===== config.mk =====
export PLATFORM = sky130hd
export DESIGN_NAME = esfa_result_reporter
export DESIGN_NICKNAME = d
export VERILOG_FILES = /design/src/rtl/esfa_result_reporter.sv
export SDC_FILE = /design/constraint.sdc
export NUM_CORES = 1
export LEC_CHECK = 0
export CAP_MARGIN = 10
export CORE_MARGIN = 10
export CORE_UTILIZATION = 45
export DETAILED_ROUTE_END_ITERATION = 10
export SETUP_SLACK_MARGIN = 0.5
export SKIP_LAST_GASP = 1
export SYNTH_ARGS = -nofsm -noshare
export SYNTH_HDL_FRONTEND = slang
export SYNTH_SLANG_ARGS = --single-unit
export TNS_END_PERCENT = 30

===== constraint.sdc =====
create_clock -name clk -period 6.6 [get_ports clk]
set_input_delay 1.32 -clock clk [delete_from_list [all_inputs] [get_ports clk]]
set_output_delay 1.32 -clock clk [all_outputs]
set_load 0.01 [all_outputs]

===== src/rtl/esfa_result_reporter.sv =====
// Sends an ASCII PASS/FAIL verdict over an 8N1 UART each time didRun rises.
// Define ESFA_REPORT_CYCLES_EN to append " C=" plus the 8-hex-digit run length.
module esfa_result_reporter #(
  parameter int CLKS_PER_BIT = 868
) (
  input  logic       clk,
  input  logic       reset,
  input  logic       isRunning,
  input  logic       didRun,
  input  logic       wasSuccessful,
  input  logic [7:0] instructionOfError,
  output logic       tx,
  output logic       busy,
  output logic       reportDone,
  output logic [2:0] dbgState
);

  typedef enum logic [2:0] {
    IDLE  = 3'd0,
    LOAD  = 3'd1,
    START = 3'd2,
    DATA  = 3'd3,
    STOP  = 3'd4
  } state_t;

  localparam logic [15:0] BIT_LAST = 16'(CLKS_PER_BIT - 1);
  localparam logic [4:0]  PASS_PRE = 5'd4;
  localparam logic [4:0]  FAIL_PRE = 5'd7;
`ifdef ESFA_REPORT_CYCLES_EN
  localparam logic [4:0]  TAIL_LEN = 5'd13;
`else
  localparam logic [4:0]  TAIL_LEN = 5'd2;
`endif

  state_t      state, stateNext;
  logic        didRunQ;
  logic        trigger;
  logic [15:0] bitTimer;
  logic        bitDone;
  logic [2:0]  bitIdx;
  logic [4:0]  byteIdx;
  logic        lastByte;
  logic        snapPass;
  logic [7:0]  snapErr;
  logic [4:0]  prefixLen;
  logic [4:0]  msgLen;
  logic [4:0]  tailIdx;
  logic [7:0]  curByte;

  function automatic logic [7:0] hexChar(input logic [3:0] n);
    hexChar = (n < 4'd10) ? (8'h30 + {4'h0, n}) : (8'h37 + {4'h0, n});
  endfunction

  assign trigger  = didRun & ~didRunQ;
  assign bitDone  = (bitTimer == BIT_LAST);
  assign lastByte = (byteIdx == msgLen - 5'd1);

  // Run-length counter; the rising-edge cycle itself counts as zero.
`ifdef ESFA_REPORT_CYCLES_EN
  logic        isRunningQ;
  logic [31:0] cycleCount;
  logic [31:0] snapCycles;

  always_ff @(posedge clk or posedge reset) begin
    if (reset) begin
      isRunningQ <= 1'b0;
      cycleCount <= 32'd0;
      snapCycles <= 32'd0;
    end else begin
      isRunningQ <= isRunning;
      if (isRunning && !isRunningQ)
        cycleCount <= 32'd0;
      else if (isRunning && cycleCount != 32'hFFFF_FFFF)
        cycleCount <= cycleCount + 32'd1;
      if (state == LOAD)
        snapCycles <= cycleCount;
    end
  end
`else
  logic unusedIsRunning;
  assign unusedIsRunning = isRunning;
`endif

  always_ff @(posedge clk or posedge reset) begin
    if (reset) state <= IDLE;
    else       state <= stateNext;
  end

  always_comb begin
    stateNext = state;
    case (state)
      IDLE:    if (trigger) stateNext = LOAD;
      LOAD:    stateNext = START;
      START:   if (bitDone) stateNext = DATA;
      DATA:    if (bitDone && bitIdx == 3'd7) stateNext = STOP;
      STOP:    if (bitDone) stateNext = lastByte ? IDLE : START;
      default: stateNext = IDLE;
    endcase
  end

  always_comb begin
    busy     = (state != IDLE);
    dbgState = state;
    tx       = 1'b1;
    case (state)
      START:   tx = 1'b0;
      DATA:    tx = curByte[bitIdx];
      default: tx = 1'b1;
    endcase
  end

  // Bit/byte sequencing and the LOAD-time snapshot that the message is built from.
  always_ff @(posedge clk or posedge reset) begin
    if (reset) begin
      didRunQ    <= 1'b0;
      bitTimer   <= 16'd0;
      bitIdx     <= 3'd0;
      byteIdx    <= 5'd0;
      snapPass   <= 1'b0;
      snapErr    <= 8'd0;
      reportDone <= 1'b0;
    end else begin
      didRunQ <= didRun;

      if (state == IDLE && trigger)
        reportDone <= 1'b0;
      else if (state == STOP && bitDone && lastByte)
        reportDone <= 1'b1;

      if (state == LOAD) begin
        snapPass <= wasSuccessful;
        snapErr  <= instructionOfError;
        byteIdx  <= 5'd0;
      end else if (state == STOP && bitDone) begin
        byteIdx <= byteIdx + 5'd1;
      end

      if ((state == START || state == DATA || state == STOP) && !bitDone)
        bitTimer <= bitTimer + 16'd1;
      else
        bitTimer <= 16'd0;

      if (state != DATA)
        bitIdx <= 3'd0;
      else if (bitDone)
        bitIdx <= bitIdx + 3'd1;
    end
  end

  // Message byte for the current index: verdict prefix, optional cycle field, CR LF.
  always_comb begin
    prefixLen = snapPass ? PASS_PRE : FAIL_PRE;
    msgLen    = prefixLen + TAIL_LEN;
    tailIdx   = byteIdx - prefixLen;
    curByte   = 8'h0A;
    if (byteIdx < prefixLen) begin
      if (snapPass) begin
        case (byteIdx[1:0])
          2'd0:    curByte = 8'h50;
          2'd1:    curByte = 8'h41;
          default: curByte = 8'h53;
        endcase
      end else begin
        case (byteIdx[2:0])
          3'd0:    curByte = 8'h46;
          3'd1:    curByte = 8'h41;
          3'd2:    curByte = 8'h49;
          3'd3:    curByte = 8'h4C;
          3'd4:    curByte = 8'h20;
          3'd5:    curByte = hexChar(snapErr[7:4]);
          default: curByte = hexChar(snapErr[3:0]);
        endcase
      end
    end else begin
`ifdef ESFA_REPORT_CYCLES_EN
      case (tailIdx)
        5'd0:    curByte = 8'h20;
        5'd1:    curByte = 8'h43;
        5'd2:    curByte = 8'h3D;
        5'd3:    curByte = hexChar(snapCycles[31:28]);
        5'd4:    curByte = hexChar(snapCycles[27:24]);
        5'd5:    curByte = hexChar(snapCycles[23:20]);
        5'd6:    curByte = hexChar(snapCycles[19:16]);
        5'd7:    curByte = hexChar(snapCycles[15:12]);
        5'd8:    curByte = hexChar(snapCycles[11:8]);
        5'd9:    curByte = hexChar(snapCycles[7:4]);
        5'd10:   curByte = hexChar(snapCycles[3:0]);
        5'd11:   curByte = 8'h0D;
        default: curByte = 8'h0A;
      endcase
`else
      curByte = (tailIdx == 5'd0) ? 8'h0D : 8'h0A;
`endif
    end
  end

endmodule


### Word level (Yosys, flattened, before mapping)

Cells that the tools add are included.

* register bits after elaboration: 38
* logic and storage cells: 83

* $add $sub $neg: 10
* magnitude comparators: 4
* eq/ne operators: 18
* multiplexer cells: 24
* bitwise gates (word level): 2
* reduce and logical (&&, ||, !) cells: 17

Operators with widths (count)
* $pmux W7 S6: 1
* $add A6 B4 Y7 const A: 4
* $mux W3: 7
* $add A16 B1 Y16 const B: 1
* $eq A16 B10 Y1 const B: 1
* $mux W16: 1
* $mux W8: 2
* $pmux W3 S5: 1
* $mux W7: 2
* $eq A3 B2 Y1 const B: 4
* $eq A3 B3 Y1 const B: 4
* $mux W5: 2
* $pmux W5 S2: 1
* $lt A4 B4 Y1 const B: 2
* $ne A2 B2 Y1 const B: 4
* $eq A3 B1 Y1 const B: 2
* $logic_not A3 Y1: 2
* $reduce_bool A2 Y1: 3
* $add A5 B1 Y5 const B: 1
* $eq A5 B5 Y1: 1
* $logic_and A1 B1 Y1: 5
* $logic_not A5 Y1: 1
* $lt A5 B3 Y1: 1
* $sub A5 B1 Y5 const B: 1
* 17 further kinds: 21

### Depth between registers and ports, before layout

Gate-level depths: netlist of run 1.

* depth in word-level cells: 8
* mapped depth: 10
* depth with buffers taken out: 9

### Least setup slack after synthesis of run 1

OpenSTA, ideal clock, no wires.

* kind: reg2out
* from: register snapPass
* to: output tx
* arrival: 2.098 ns
* required time: 5.280 ns
* path slack: 3.182 ns
* cell stages (with the launch flop): 11
* cell sequence: dfrtp_1 -> clkbuf_1 -> inv_1 -> ha_1 -> inv_1 -> fa_1 -> nor2_1 -> and4b_1 -> a21bo_2 -> o22ai_1 -> a211o_1

* longest elaborated chain between the ends: 8
* elaborated cells on any way between the ends: 10
* those cells by class: 1 x add/sub; 1 x order compare; 7 x mux; 1 x reduce/logical

Ends and longest elaborated chain
* start: declaration: line 43 `logic snapPass;`
* start signal: assignment: line 131 `snapPass <= wasSuccessful;`
* $mux W2: line 152 `prefixLen = snapPass ? PASS_PRE : FAIL_PRE;`
* $sub A5 B3 Y5: line 154 `tailIdx = byteIdx - prefixLen;`
* $logic_not A5 Y1: line 192 `curByte = (tailIdx == 5'd0) ? 8'h0D : 8'h0A;`
* $mux W3: line 192
* $mux W8 *: line 156 `if (byteIdx < prefixLen) begin`
* $bmux W1 S3 *: line 107 `DATA: tx = curByte[bitIdx];`
* $mux W1 (not written as such) *: line 107
* $pmux W1 S2 *: line 105 `case (state)`
* end: declaration: line 12 `output logic tx,`

Mark *: on every way between the ends. The rest lies on a longest branch, timed or not. The select of a mux whose other input is x is not followed.

### Worst setup path after layout of run 1

* from: register byteIdx[2]
* to: output tx

* longest elaborated chain between the ends: 7
* elaborated cells on any way between the ends: 16
* those cells by class: 1 x add/sub; 1 x order compare; 5 x eq/ne; 7 x mux; 2 x reduce/logical

Ends and longest elaborated chain
* start: declaration: line 41 `logic [4:0] byteIdx;`
* start signal: assignment: line 135 `byteIdx <= byteIdx + 5'd1;`
* $sub A5 B3 Y5 (tied with other cells): line 154
* $logic_not A5 Y1 / $pmux W7 S6 (equally long branches): line 192, 164
* $mux W3 / $mux W8 (equally long branches): line 192, 157
* $mux W8 *: line 156
* $bmux W1 S3 *: line 107
* $mux W1 (not written as such) *: line 107
* $pmux W1 S2 *: line 105

Marks and branches as above.

==> flow_summary.json, run 1 <==
{
  "crit_path_end": "tx",
  "avgSynthCellArea_um2": 9.03,
  "num_vias": 1873,
  "die_h_um": 92.8,
  "r2r-start": "bitTimer[0]",
  "cts_setup_buffers": 0,
  "drive_above_1_share_pct": 6.45,
  "grt_use_total_pct": 12.2,
  "numCtsBuffers": 5,
  "grt_pass1_vias": 1916,
  "antenna_found_initial": 0,
  "setup_viol_count_final": 0,
  "detail-route-antenna-nets": 0,
  "dieWidth_um": 92.8,
  "slowest_stage": "dfrtp_1",
  "grt_first_pass_wirelength_um": 8800,
  "drc_errors": 0,
  "n_antenna_cell": 0,
  "fillCellCount": 474,
  "post_drt_wl_per_cell_um": 13.6,
  "power_leakage_nw": 1.16,
  "setup.worst_path.class": "reg -> out",
  "fin_crit_ps": 4480,
  "clockBufferDepth": 2,
  "max_freq_ghz": 0.223,
  "fin_util_pct": 53.5,
  "finalClockSkew_ps": 7.54,
  "path_max_fanout": 15,
  "synthTopCellsByArea": "dfrtp_1, ha_1, nor2_1",
  "cp_top_family": "compound AO/OA/AOI/OAI gates",
  "dp_hpwl_um": 3380,
  "tightest_slew_ps": 504,
  "power_density_mw_per_mm2": 318,
  "power_mw": 0.870,
  "io-pin-count": 19,
  "cts_tree": "yes",
  "critPathRequiredTime_ps": 5280,
  "ir_worst_vdd_mv": 0.180,
  "h-tree-depth": 2,
  "grt_max_degree": 39,
  "slowest_delay_ps": 610,
  "rows": 26,
  "crit_path_end_kind": "output pin",
  "path_buf_inv": 2,
  "outcome": "complete, no violations",
  "placed_area_mm2": 0.00259,
  "wl_um": 4740,
  "cp.depth": 8,
  "yosysUniqueCellTypes": 48,
  "cts_root_buffer": "clkbuf_8",
  "fp.coreArea_mm2": 0.00511,
  "holdWs_ps": 494,
  "first_pass_iters": 5,
  "synth-edff-count": 0,
  "syn_area_mm2": 0.00238,
  "synth_seq_cells": 38,
  "finalInstanceArea_mm2": 0.00273,
  "synth_top_cell_by_area": "dfrtp_1",
  "synth_flop_cell": "dfrtp_1",
  "fin_setup_tns_ps": 0,
  "synthArstFlopShare_pct": 100,
  "fin_nets": 305,
  "ys_seq_area_share_pct": 39.9,
  "synth_nets": 291,
  "numPortBuffers": 17,
  "reg2regPathDepth": 7,
  "drtIter0Drc": 92,
  "clock_sinks": 38,
  "r2r_slack_ps": 4330,
  "finalHoldViolations": 0,
  "rsz0062_at_grt": "no",
  "start_util_pct": 46.7,
  "clk_pin_slew_ps": 80,
  "syn_to_final_growth_pct": 14.7,
  "min_path_type": "reg -> reg",
  "cts_resized": 0,
  "timing.final.crit_share_pct": 67.9,
  "grt.overflow.total": 0,
  "cp-start-kind": "register",
  "worstPathArrival_ps": 3160,
  "place.gp.congestion": 0.782,
  "synth.top_cell.area_share_pct": 39.9,
  "synth_most_common_cell": "dfrtp_1",
  "maxSlewViolCount": 0,
  "synthTopCellsByCount": "dfrtp_1, nor2_1, nand2_1",
  "maxSlewHeadroom_pct": 66.4,
  "worstPathCellList": "inv_1, ha_1, a2111oi_4, a2bb2oi_1, o21a_1, a311oi_1, a211o_1, clkdlybuf4s50_1",
  "drv_cap": 0,
  "hold_buffers": 0,
  "synthesis.instances": 264,
  "insertion_delay_ps": 300,
  "startpoint": "byteIdx[2]",
  "yosys_warnings": 0,
  "die-area_mm2": 0.00861,
  "r2r-end": "byteIdx[4]",
  "via_per_inst": 5.37
}
## where the power goes
part | internal, mW | switching, mW | total, mW
clock | 0.161 | 0.0862 | 0.247
combinational | 0.135 | 0.142 | 0.277
sequential | 0.277 | 0.0690 | 0.346
## cell usage in the layout (no fill, tap or decap), drive strengths merged, types with 5 or more instances in the layout
cell and instances:
dfrtp 38, nor2 35, nand2 20, clkdlybuf4s50 17, o21ai 17, inv 15, a21oi 14, ha 13
nand3 11, xor2 11, xnor2 8, nor2b 6, clkbuf 6, nand4 5, nor3 5
## sequential cells by signal, summed over array words and instances, names as in the netlist
signal      cells
dbgState        3
snapPass        1
bitIdx          3
didRunQ         1
reportDone      1
bitTimer       16
snapErr         8
byteIdx         5
## cell families after synthesis
logic type / count (synthesis) / synth area share (%)
simple gates: 103 / 21.7
compound gates: 56 / 15.5
flops: 38 / 39.9
buf+inv: 27 / 5.09
xor+xnor: 19 / 6.98
fa+ha+maj: 14 / 7.66
mux: 7 / 3.15
## worst min-delay path by stage
| stage | from | endpoint | slack [ps] | cells past startpoint |
|---|---|---|---|---|
| floorplan | bitTimer[0] | bitTimer[0] | 460 | 1 |
| global placement | bitTimer[0] | bitTimer[0] | 480 | 1 |
| detailed placement | bitTimer[0] | bitTimer[0] | 490 | 1 |
| CTS | bitTimer[0] | bitTimer[0] | 500 | 1 |
| global route | bitTimer[0] | bitTimer[0] | 540 | 1 |
| finish | bitTimer[0] | bitTimer[0] | 490 | 1 |
## stage by stage
stage	worst slack [ps]	std cells
finish	2120	349
floorplan	3180	264
detailed placement	2500	341
global route	1950	349
CTS	2140	349
global placement	2480	341
## routing by layer
layer	GRT usage, %	vias up	share of wire [%]
met5	0	-	0
met4	4.37	0	0.99
met3	3.79	4	4.9
met2	18.9	32	43
met1	15.7	880	51
li1	-	957	-
## layout make-up
cell class                      instances  area (µm²)  area share, %
Clock buffer                            6        82.6           3.02
Sequential cell                        38         951           34.8
Tap cell                               70        87.6           3.20
Inverter                               15        56.3           2.06
Timing Repair Buffer                   19         185           6.77
Multi-Input combinational cell        199        1310           48.0
Clock inverter                          2        60.1           2.20
(Power assumes the default switching activity.)
==> inputs of run 2 (changes only) <==
Clock period 6.6 ns to 4.17 ns, I/O delays scaled along.
==> flow_summary.json, run 2 (synthesis gave the netlist of run 1 again) <==
{
  "outcome": "complete, no violations",
  "clk_pin_slew_ps": 70,
  "grt_max_degree": 39,
  "multi_input_area_mm2": 0.00133,
  "finalInstanceArea_mm2": 0.00273,
  "dpl_worst_slack_ps": 579,
  "path_max_fanout": 9,
  "min_path_type": "reg -> reg",
  "hold_buffers": 0,
  "via_per_inst": 5.35,
  "tightest_slew_ps": 503,
  "power_leakage_nw": 1.15,
  "largest_register": "bitTimer",
  "power_density_mw_per_mm2": 463,
  "startpoint": "snapPass",
  "cp-start-kind": "register",
  "cts_root_buffer": "clkbuf_8",
  "worstPathArrival_ps": 2620,
  "grt_use_total_pct": 12.1,
  "critPathRequiredTime_ps": 3340,
  "dp_hpwl_um": 3490,
  "grt_first_pass_wirelength_um": 8630,
  "die_h_um": 92.8,
  "clockBufferDepth": 2,
  "drtIter0Drc": 88,
  "reg2regPathDepth": 7,
  "largest_register_ffs": 16,
  "h-tree-depth": 2,
  "dpl.cell_count": 343,
  "drc_errors": 0,
  "maxSlewViolCount": 0,
  "cts_tree": "yes",
  "crit_path_end_kind": "output pin",
  "finalWorstSetupSlack_ps": 719,
  "finalClockSkew_ps": 6.74,
  "num_vias": 1883,
  "fin_nets": 308,
  "final_cell_mix": "dfrtp_1, nor2_1, nand2_1",
  "setup.worst_path.class": "reg -> out",
  "place.gp.congestion": 0.824,
  "layout_commonest_cell": "dfrtp_1",
  "detail-route-antenna-nets": 0,
  "p_comb_share_pct": 36.6,
  "placed_area_mm2": 0.00261,
  "intPower_mw": 0.789,
  "wl_um": 4870,
  "timing.final.crit_share_pct": 82.8,
  "numCtsBuffers": 5,
  "dieWidth_um": 92.8,
  "setup_viol_count_final": 0,
  "regArea_um2": 953,
  "fin_crit_ps": 3450,
  "grt.overflow.total": 0,
  "p_sw_mw": 0.473,
  "drive_above_1_share_pct": 9.22,
  "maxSlewHeadroom_pct": 66.1,
  "rows": 26,
  "fp.coreArea_mm2": 0.00511,
  "max_freq_ghz": 0.290,
  "numPortBuffers": 17,
  "n_antenna_cell": 0,
  "insertion_delay_ps": 290,
  "rsz0062_at_grt": "no",
  "grt_pass1_vias": 1828,
  "fillCellCount": 492,
  "r2r-end": "byteIdx[4]",
  "drv_cap": 0,
  "io-pin-count": 19,
  "post_drt_wl_per_cell_um": 13.8,
  "r2r-start": "bitTimer[0]",
  "ir_worst_vdd_mv": 0.260,
  "finalHoldViolations": 0,
  "r2r_slack_ps": 1970,
  "crit_path_end": "tx",
  "antenna_found_initial": 0,
  "p_clk_share_pct": 21.1,
  "die-area_mm2": 0.00861,
  "fin_setup_tns_ps": 0,
  "finalNonFillerCells": 352,
  "clock_sinks": 38,
  "first_pass_iters": 4,
  "reg.largest.list": "bitTimer (16), snapErr (8), byteIdx (5)",
  "switching_share_pct": 37.5,
  "power_frac_seq_pct": 42.3,
  "start_util_pct": 46.7,
  "syn_to_final_growth_pct": 14.5
}
## run 2: changes by cell type in the layout (fill, tap and decap cells not counted), sizes merged
| cell | previous run | this run |
|---|---|---|
| buf | 2 | 5 |
| clkinvlp | 0 | 1 |
| clkdlybuf4s15 | 0 | 1 |
| bufinv | 2 | 0 |
| clkdlybuf4s50 | 17 | 16 |
| clkinv | 0 | 1 |
## run 2: power by group through the flow
stage	combinational [mW]	clock, mW	sequential, mW
3_3_place_gp	0.458	0	0.539
6_report	0.461	0.266	0.534
5_1_grt	0.533	0.290	0.552
3_5_place_dp	0.463	0	0.543
2_1_floorplan	0.344	0	0.511
4_1_cts	0.465	0.277	0.536
## run 2: metrics by stage
step                hold slack [ps]  util (%)  total power [mW]
finish                          486      53.4              1.26
global placement                480      51.0             0.998
detailed placement              483      51.0              1.01
CTS                             494      53.3              1.28
global route                    533      53.4              1.38
floorplan                       455         -             0.855
## run 2: what timing repair did
action | CTS | global route
gates cloned | 0 | 0
setup endpoints to repair | 1 | 1
pin swaps | 1 | 0
resized for setup | 5 | 3
buffers inserted | 1 | 0
## run 2: worst min path at each step
stage / startpoint / endpoint / slack [ps] / cells past startpoint
final: bitTimer[0] / bitTimer[0] / 490 / 1
after detailed placement: bitTimer[0] / bitTimer[0] / 480 / 1
after global placement: bitTimer[0] / bitTimer[0] / 480 / 1
after floorplan: bitTimer[0] / bitTimer[0] / 460 / 1
after global routing: bitTimer[0] / bitTimer[0] / 530 / 1
after CTS: bitTimer[0] / bitTimer[0] / 490 / 1
## run 2: layout make-up
| class | count | share of cell area [%] |
|---|---|---|
| Clock buffer | 6 | 3.03 |
| Clock inverter | 2 | 0.459 |
| Inverter | 15 | 2.06 |
| Multi-Input combinational cell | 199 | 48.7 |
| Sequential cell | 38 | 34.9 |
| Tap cell | 70 | 3.21 |
| Timing Repair Buffer | 22 | 7.61 |
## run 2: per-layer routing
metal,global-route usage (%),part of all wire [%],up-vias
met4,4.37,1.4,0
met3,3.55,5.1,7
met2,17.9,42,28
li1,-,-,963
met1,16.3,51,885
met5,0,0,-
## run 2: worst max-delay path, cell delays in order, from the launching register on
cell,delay [ps]
dfrtp_1,380
buf_4,180
ha_1,280
nor2b_1,140
or3_1,300
a41o_1,260
a31oi_1,170
o22ai_1,100
a211o_1,270
clkdlybuf4s15_1,240
